File: config.mk
export PLATFORM = sky130hd
export DESIGN_NAME = ram_bus_arbiter_flat
export DESIGN_NICKNAME = d
export VERILOG_FILES = /design/src/rtl/ram_bus_arbiter_if.sv /design/src/rtl/ram_bus_arbiter.sv /design/src/flat_wrapper.sv
export SDC_FILE = /design/constraint.sdc
export NUM_CORES = 1
export LEC_CHECK = 0
export CORE_MARGIN = 2
export CORE_UTILIZATION = 25
export DETAILED_ROUTE_END_ITERATION = 16
export GPL_TIMING_DRIVEN = 0
export SYNTH_ARGS = -nofsm -noshare
export SYNTH_HDL_FRONTEND = slang
export SYNTH_SLANG_ARGS = --single-unit
File: constraint.sdc
create_clock -name clock -period 2.15 [get_ports clock]
set_input_delay 0.3225 -clock clock [delete_from_list [all_inputs] [get_ports clock]]
set_output_delay 0.3225 -clock clock [all_outputs]
set_load 0.01 [all_outputs]
File: src/rtl/ram_bus_arbiter_if.sv
// One rw_address/read/write request-response bus. A master drives the command
// side; the slave (RAM, or the arbiter facing a master) drives the responses.
interface ram_bus_arbiter_if;
   logic [31:0] rw_address;
   logic [31:0] read_data;
   logic        read_request;
   logic        read_response;
   logic [31:0] write_data;
   logic [3:0]  write_strobe;
   logic        write_request;
   logic        write_response;

   modport master (
      output rw_address, read_request, write_data, write_strobe, write_request,
      input  read_data, read_response, write_response
   );

   modport slave (
      input  rw_address, read_request, write_data, write_strobe, write_request,
      output read_data, read_response, write_response
   );
endinterface

File: src/rtl/ram_bus_arbiter.sv
// Two-master arbiter in front of a single-port RAM: one granted transaction at a
// time, registered one-cycle slave request, responses routed back to the winner.
module ram_bus_arbiter #(
   parameter bit FIXED_PRIORITY = 1'b0
) (
   input  logic              clock,
   input  logic              reset_n,
   ram_bus_arbiter_if.slave  m0,
   ram_bus_arbiter_if.slave  m1,
   ram_bus_arbiter_if.master s
);
   localparam int NUM_M = 2;

   typedef enum logic [1:0] {IDLE, ISSUE, WAIT} state_e;

   typedef struct packed {
      logic [31:0] addr;
      logic [31:0] wdata;
      logic [3:0]  strb;
      logic        rd;
      logic        wr;
   } cmd_t;

   state_e            state_q, state_d;
   logic              grant_q, grant_d;
   logic              last_q, last_d;
   logic              rd_pend_q, rd_pend_d;
   logic              wr_pend_q, wr_pend_d;
   logic              s_rreq_q, s_rreq_d;
   logic              s_wreq_q, s_wreq_d;
   logic [31:0]       s_addr_q, s_addr_d;
   logic [31:0]       s_wdata_q, s_wdata_d;
   logic [3:0]        s_strb_q, s_strb_d;

   cmd_t [NUM_M-1:0]        mcmd;
   logic [NUM_M-1:0]        pend;
   logic [NUM_M-1:0]        rresp, wresp;
   logic [NUM_M-1:0][31:0]  rdata;
   logic                    winner;

   assign mcmd[0] = '{addr: m0.rw_address, wdata: m0.write_data, strb: m0.write_strobe,
                      rd: m0.read_request, wr: m0.write_request};
   assign mcmd[1] = '{addr: m1.rw_address, wdata: m1.write_data, strb: m1.write_strobe,
                      rd: m1.read_request, wr: m1.write_request};

   for (genvar i = 0; i < NUM_M; i++) begin : g_master
      logic sel;
      assign pend[i]  = mcmd[i].rd | mcmd[i].wr;
      assign sel      = (state_q == WAIT) && (grant_q == 1'(i));
      assign rresp[i] = sel & rd_pend_q & s.read_response;
      assign wresp[i] = sel & wr_pend_q & s.write_response;
      assign rdata[i] = sel ? s.read_data : 32'h0;
   end

   // On a tie, round-robin hands the grant to whoever did not win last time.
   always_comb begin
      if (pend == 2'b11) winner = FIXED_PRIORITY ? 1'b0 : ~last_q;
      else               winner = pend[1] & ~pend[0];
   end

   always_comb begin
      state_d   = state_q;
      grant_d   = grant_q;
      last_d    = last_q;
      rd_pend_d = rd_pend_q;
      wr_pend_d = wr_pend_q;
      s_rreq_d  = 1'b0;
      s_wreq_d  = 1'b0;
      s_addr_d  = s_addr_q;
      s_wdata_d = s_wdata_q;
      s_strb_d  = s_strb_q;
      unique case (state_q)
         IDLE: begin
            if (|pend) begin
               grant_d   = winner;
               s_addr_d  = mcmd[winner].addr;
               s_wdata_d = mcmd[winner].wdata;
               s_strb_d  = mcmd[winner].strb;
               s_rreq_d  = mcmd[winner].rd;
               s_wreq_d  = mcmd[winner].wr;
               rd_pend_d = mcmd[winner].rd;
               wr_pend_d = mcmd[winner].wr;
               state_d   = ISSUE;
            end
         end
         ISSUE: state_d = WAIT;
         WAIT: begin
            // Read and write responses may land in either order or together.
            rd_pend_d = rd_pend_q & ~s.read_response;
            wr_pend_d = wr_pend_q & ~s.write_response;
            if (!rd_pend_d && !wr_pend_d) begin
               last_d  = grant_q;
               state_d = IDLE;
            end
         end
         default: state_d = IDLE;
      endcase
   end

   always_ff @(posedge clock or negedge reset_n) begin
      if (!reset_n) begin
         state_q   <= IDLE;
         grant_q   <= 1'b0;
         last_q    <= 1'b1;
         rd_pend_q <= 1'b0;
         wr_pend_q <= 1'b0;
         s_rreq_q  <= 1'b0;
         s_wreq_q  <= 1'b0;
         s_addr_q  <= 32'h0;
         s_wdata_q <= 32'h0;
         s_strb_q  <= 4'h0;
      end else begin
         state_q   <= state_d;
         grant_q   <= grant_d;
         last_q    <= last_d;
         rd_pend_q <= rd_pend_d;
         wr_pend_q <= wr_pend_d;
         s_rreq_q  <= s_rreq_d;
         s_wreq_q  <= s_wreq_d;
         s_addr_q  <= s_addr_d;
         s_wdata_q <= s_wdata_d;
         s_strb_q  <= s_strb_d;
      end
   end

   assign s.rw_address    = s_addr_q;
   assign s.write_data    = s_wdata_q;
   assign s.write_strobe  = s_strb_q;
   assign s.read_request  = s_rreq_q;
   assign s.write_request = s_wreq_q;

   assign m0.read_data      = rdata[0];
   assign m0.read_response  = rresp[0];
   assign m0.write_response = wresp[0];
   assign m1.read_data      = rdata[1];
   assign m1.read_response  = rresp[1];
   assign m1.write_response = wresp[1];
endmodule

File: src/flat_wrapper.sv
// flat-port wrapper written by rule: the top's interface ports become plain ports
module ram_bus_arbiter_flat 
#(
   parameter bit FIXED_PRIORITY = 1'b0
)
  (clock, reset_n, m0_rw_address, m0_read_request, m0_write_data, m0_write_strobe, m0_write_request, m0_read_data, m0_read_response, m0_write_response, m1_rw_address, m1_read_request, m1_write_data, m1_write_strobe, m1_write_request, m1_read_data, m1_read_response, m1_write_response, s_rw_address, s_read_request, s_write_data, s_write_strobe, s_write_request, s_read_data, s_read_response, s_write_response);
  ram_bus_arbiter_if m0_i ();
  ram_bus_arbiter_if m1_i ();
  ram_bus_arbiter_if s_i ();
  input  logic clock;
  input  logic reset_n;
  input wire logic [$bits(m0_i.rw_address)-1:0] m0_rw_address;
  input wire logic [$bits(m0_i.read_request)-1:0] m0_read_request;
  input wire logic [$bits(m0_i.write_data)-1:0] m0_write_data;
  input wire logic [$bits(m0_i.write_strobe)-1:0] m0_write_strobe;
  input wire logic [$bits(m0_i.write_request)-1:0] m0_write_request;
  output wire logic [$bits(m0_i.read_data)-1:0] m0_read_data;
  output wire logic [$bits(m0_i.read_response)-1:0] m0_read_response;
  output wire logic [$bits(m0_i.write_response)-1:0] m0_write_response;
  input wire logic [$bits(m1_i.rw_address)-1:0] m1_rw_address;
  input wire logic [$bits(m1_i.read_request)-1:0] m1_read_request;
  input wire logic [$bits(m1_i.write_data)-1:0] m1_write_data;
  input wire logic [$bits(m1_i.write_strobe)-1:0] m1_write_strobe;
  input wire logic [$bits(m1_i.write_request)-1:0] m1_write_request;
  output wire logic [$bits(m1_i.read_data)-1:0] m1_read_data;
  output wire logic [$bits(m1_i.read_response)-1:0] m1_read_response;
  output wire logic [$bits(m1_i.write_response)-1:0] m1_write_response;
  output wire logic [$bits(s_i.rw_address)-1:0] s_rw_address;
  output wire logic [$bits(s_i.read_request)-1:0] s_read_request;
  output wire logic [$bits(s_i.write_data)-1:0] s_write_data;
  output wire logic [$bits(s_i.write_strobe)-1:0] s_write_strobe;
  output wire logic [$bits(s_i.write_request)-1:0] s_write_request;
  input wire logic [$bits(s_i.read_data)-1:0] s_read_data;
  input wire logic [$bits(s_i.read_response)-1:0] s_read_response;
  input wire logic [$bits(s_i.write_response)-1:0] s_write_response;
  assign m0_i.rw_address = m0_rw_address;
  assign m0_i.read_request = m0_read_request;
  assign m0_i.write_data = m0_write_data;
  assign m0_i.write_strobe = m0_write_strobe;
  assign m0_i.write_request = m0_write_request;
  assign m0_read_data = m0_i.read_data;
  assign m0_read_response = m0_i.read_response;
  assign m0_write_response = m0_i.write_response;
  assign m1_i.rw_address = m1_rw_address;
  assign m1_i.read_request = m1_read_request;
  assign m1_i.write_data = m1_write_data;
  assign m1_i.write_strobe = m1_write_strobe;
  assign m1_i.write_request = m1_write_request;
  assign m1_read_data = m1_i.read_data;
  assign m1_read_response = m1_i.read_response;
  assign m1_write_response = m1_i.write_response;
  assign s_rw_address = s_i.rw_address;
  assign s_read_request = s_i.read_request;
  assign s_write_data = s_i.write_data;
  assign s_write_strobe = s_i.write_strobe;
  assign s_write_request = s_i.write_request;
  assign s_i.read_data = s_read_data;
  assign s_i.read_response = s_read_response;
  assign s_i.write_response = s_write_response;
  ram_bus_arbiter #(.FIXED_PRIORITY(FIXED_PRIORITY)) u_core (.clock(clock), .reset_n(reset_n), .m0(m0_i), .m1(m1_i), .s(s_i));
endmodule
==> impl_metrics.tcl <==
set metrics [dict create \
    end_kind "register" \
    power.leakage_nw 3.43 \
    cap_violations 0 \
    die_y_um 137 \
    syn_to_final_growth_pct 84.6 \
    hold_viol_final 0 \
    io_buffers 312 \
    synth_cell_type_count 32 \
    place.gp.congestion 0.772 \
    min_path_type "input pin to register" \
    min_period_ns 2.10 \
    finalCritPeriodShare 0.975 \
    finalInstanceArea_um2 8170 \
    skew_ns 0.0104 \
    vias 5212 \
    synth_area_um2 4420 \
    clk_pin_slew_ns 0.06 \
    crit-reg2reg-capture "u_core.s.rw_address[3]" \
    drc 0 \
    core_area_um2 17300 \
    worst_slew_pin_slew_ns 0.538 \
    postSynthAreaPerCell_um2 9.92 \
    path_class "input pin to register" \
    num-fill-cells 1650 \
    rsz0062_at_grt "no" \
    final_cell_mix "244 x clkdlybuf4s50_1, 73 x dfrtp_1, 68 x o21ai_0" \
    postSynth.asyncResetShare 1.00 \
    layout.nets 958 \
    max-vdd-ir-drop_mv 0.555 \
    worstPathMaxFanout 10 \
    drt_pass1_iterations 4 \
    r2r_slack_ns 0.14 \
    seq_area_frac_synth 0.430 \
    holdWs_ns 0.432 \
    setup_viol 0 \
    fmax_mhz 477 \
    syn_inst 446 \
    root_buffer "clkbuf_16" \
    final_common_cell "clkdlybuf4s50_1" \
    diodes 0 \
    syn-num-nets 622 \
    grt-ovfl-total 0 \
    clock_sinks 76 \
    dpl-instance-area_um2 7850 \
    die_area_um2 18800 \
    start_kind "input pin" \
    status "completed" \
    clock_path_buffers 2 \
    cts_tree "done" \
    clk_latency_ns 0.33 \
    die_w_um 137 \
    critPathRequiredTime_ns 2.36 \
    cp-endpoint "u_core.s.rw_address[3]" \
    grt_pass1_wl_um 30000 \
    drive_above_1_share 0.135 \
    synth_seq_cells 76 \
    grt_usage 0.208 \
    cts_made_buffers 9 \
    io_pins 314 \
    antenna_found_initial 1 \
    synth_edf_count 0 \
    grt_pass1_vias 5483 \
    drtAntennaViolNets 0 \
    synth_warnings 0 \
    post-route-util 0.472 \
    cp_data_arrival_time_ns 2.30 \
    synthFlopType "dfrtp_1" \
    grt_max_degree 44 \
    final_max_slew_viol_count 0 \
    wire_per_inst_um 19.9 \
    vias_per_cell 5.16 \
    wl_um 20100 \
    htreeDepth 3 \
    dp_hpwl_um 15300 \
    powerDensity_nw_per_um2 1280 \
    drtIter0Drc 195 \
    fp-row-count 48 \
    slew_headroom 0.642 \
    critPathLaunch "m1_read_request" \
    worstReg2RegStart "u_core.state_q[0]" \
    start_util 0.256 \
    r2r_cells 9 \
]
-- worst min path at each step --
stage               slack [ns]  cells after the start                       end                      from
finish                    0.43                      3    u_core.s.write_request          m0_write_request
global route              0.46                      3    u_core.s.write_request          m0_write_request
CTS                       0.42                      3    u_core.s.write_request          m0_write_request
detailed placement        0.33                      1   u_core.s.write_data[26]                   reset_n
global placement          0.51                      1  u_core.s.write_strobe[0]  u_core.s.write_strobe[0]
floorplan                 0.03                      0            u_core.grant_q                   reset_n
-- stage by stage --
stage               std cells  worst slack, ns  total power [mW]  TNS [ns]
CTS                      1013          0.00244              10.6         0
floorplan                 446            0.513              5.85         0
finish                   1011           0.0543              10.5         0
global route             1011          0.00140              11.2         0
global placement          983            -2.18              8.78   -211.40
detailed placement        984           -0.681              8.89    -50.87
-- critical path: stages --
cell             delay, ns
clkdlybuf4s50_1       0.58
or2_1                 0.29
clkbuf_2              0.17
buf_2                 0.22
clkbuf_2              0.22
a311oi_1              0.40
a2bb2oi_2             0.10
-- synthesized netlist by cell type (3+ instances only) --
cell type  instances  share of area
a2bb2oi_2         10          0.034
nor2b_1            4         0.0057
and3_1            36          0.051
dfrtp_1           75           0.42
or2_1              3         0.0042
inv_1              3         0.0025
a2bb2oi_1         58           0.11
nor3_1             4         0.0045
a311oi_1          68           0.13
o21ai_0           68          0.077
clkbuf_1          49          0.042
buf_2             10          0.011
and2_1            33          0.047
-- flip-flops by register name (all words and copies together) (netlist names) --
register and flops:
u_core.grant_q 1, u_core.last_q 1, u_core.rd_pend_q 1, u_core.s.read_request 1, u_core.s.rw_address 32, u_core.s.write_data 32
u_core.s.write_request 1, u_core.s.write_strobe 4, u_core.state_q 2, u_core.wr_pend_q 1
-- final cells by class --
type / count / area (µm²) / area share
plain buffers: 59 / 303 / 0.0371
clock buffers: 11 / 243 / 0.0297
clock inverters: 4 / 48.8 / 0.00598
inverters: 4 / 17.5 / 0.00214
multi-input cells: 304 / 2280 / 0.279
flip-flops and latches: 76 / 1910 / 0.233
well taps: 225 / 282 / 0.0345
repair buffers: 328 / 3090 / 0.379
-- layer usage --
layer,track usage,vias to the layer above,part of all wire
li1,-,2435,-
met1,0.240,2503,0.38
met2,0.372,238,0.51
met3,0.0522,34,0.086
met4,0.0727,2,0.023
met5,0,-,0.00065
-- cell families after synthesis --
| group | share of synthesized area |
|---|---|
| AND/OR/NAND/NOR | 0.124 |
| multiplexers | 0.00255 |
| AO/OA/AOI/OAI | 0.380 |
| flip-flops | 0.430 |
| buffers and inverters | 0.0634 |
-- what timing repair did --
action / in CTS / in global routing
pin swaps: 2 / 0
hold buffers: 1 / 0
setup buffers: 13 / 0
setup endpoints to repair: 129 / 69
gates resized for setup: 95 / 73
hold endpoints to repair: 32 / 0
cloned: 1 / 0
-- report_power, final --
part           switching (mW)  internal (mW)
Clock                   0.587          0.925
Sequential              0.482           2.19
Combinational            2.88           3.41
No activity file was read; power rests on OpenSTA's default activity.
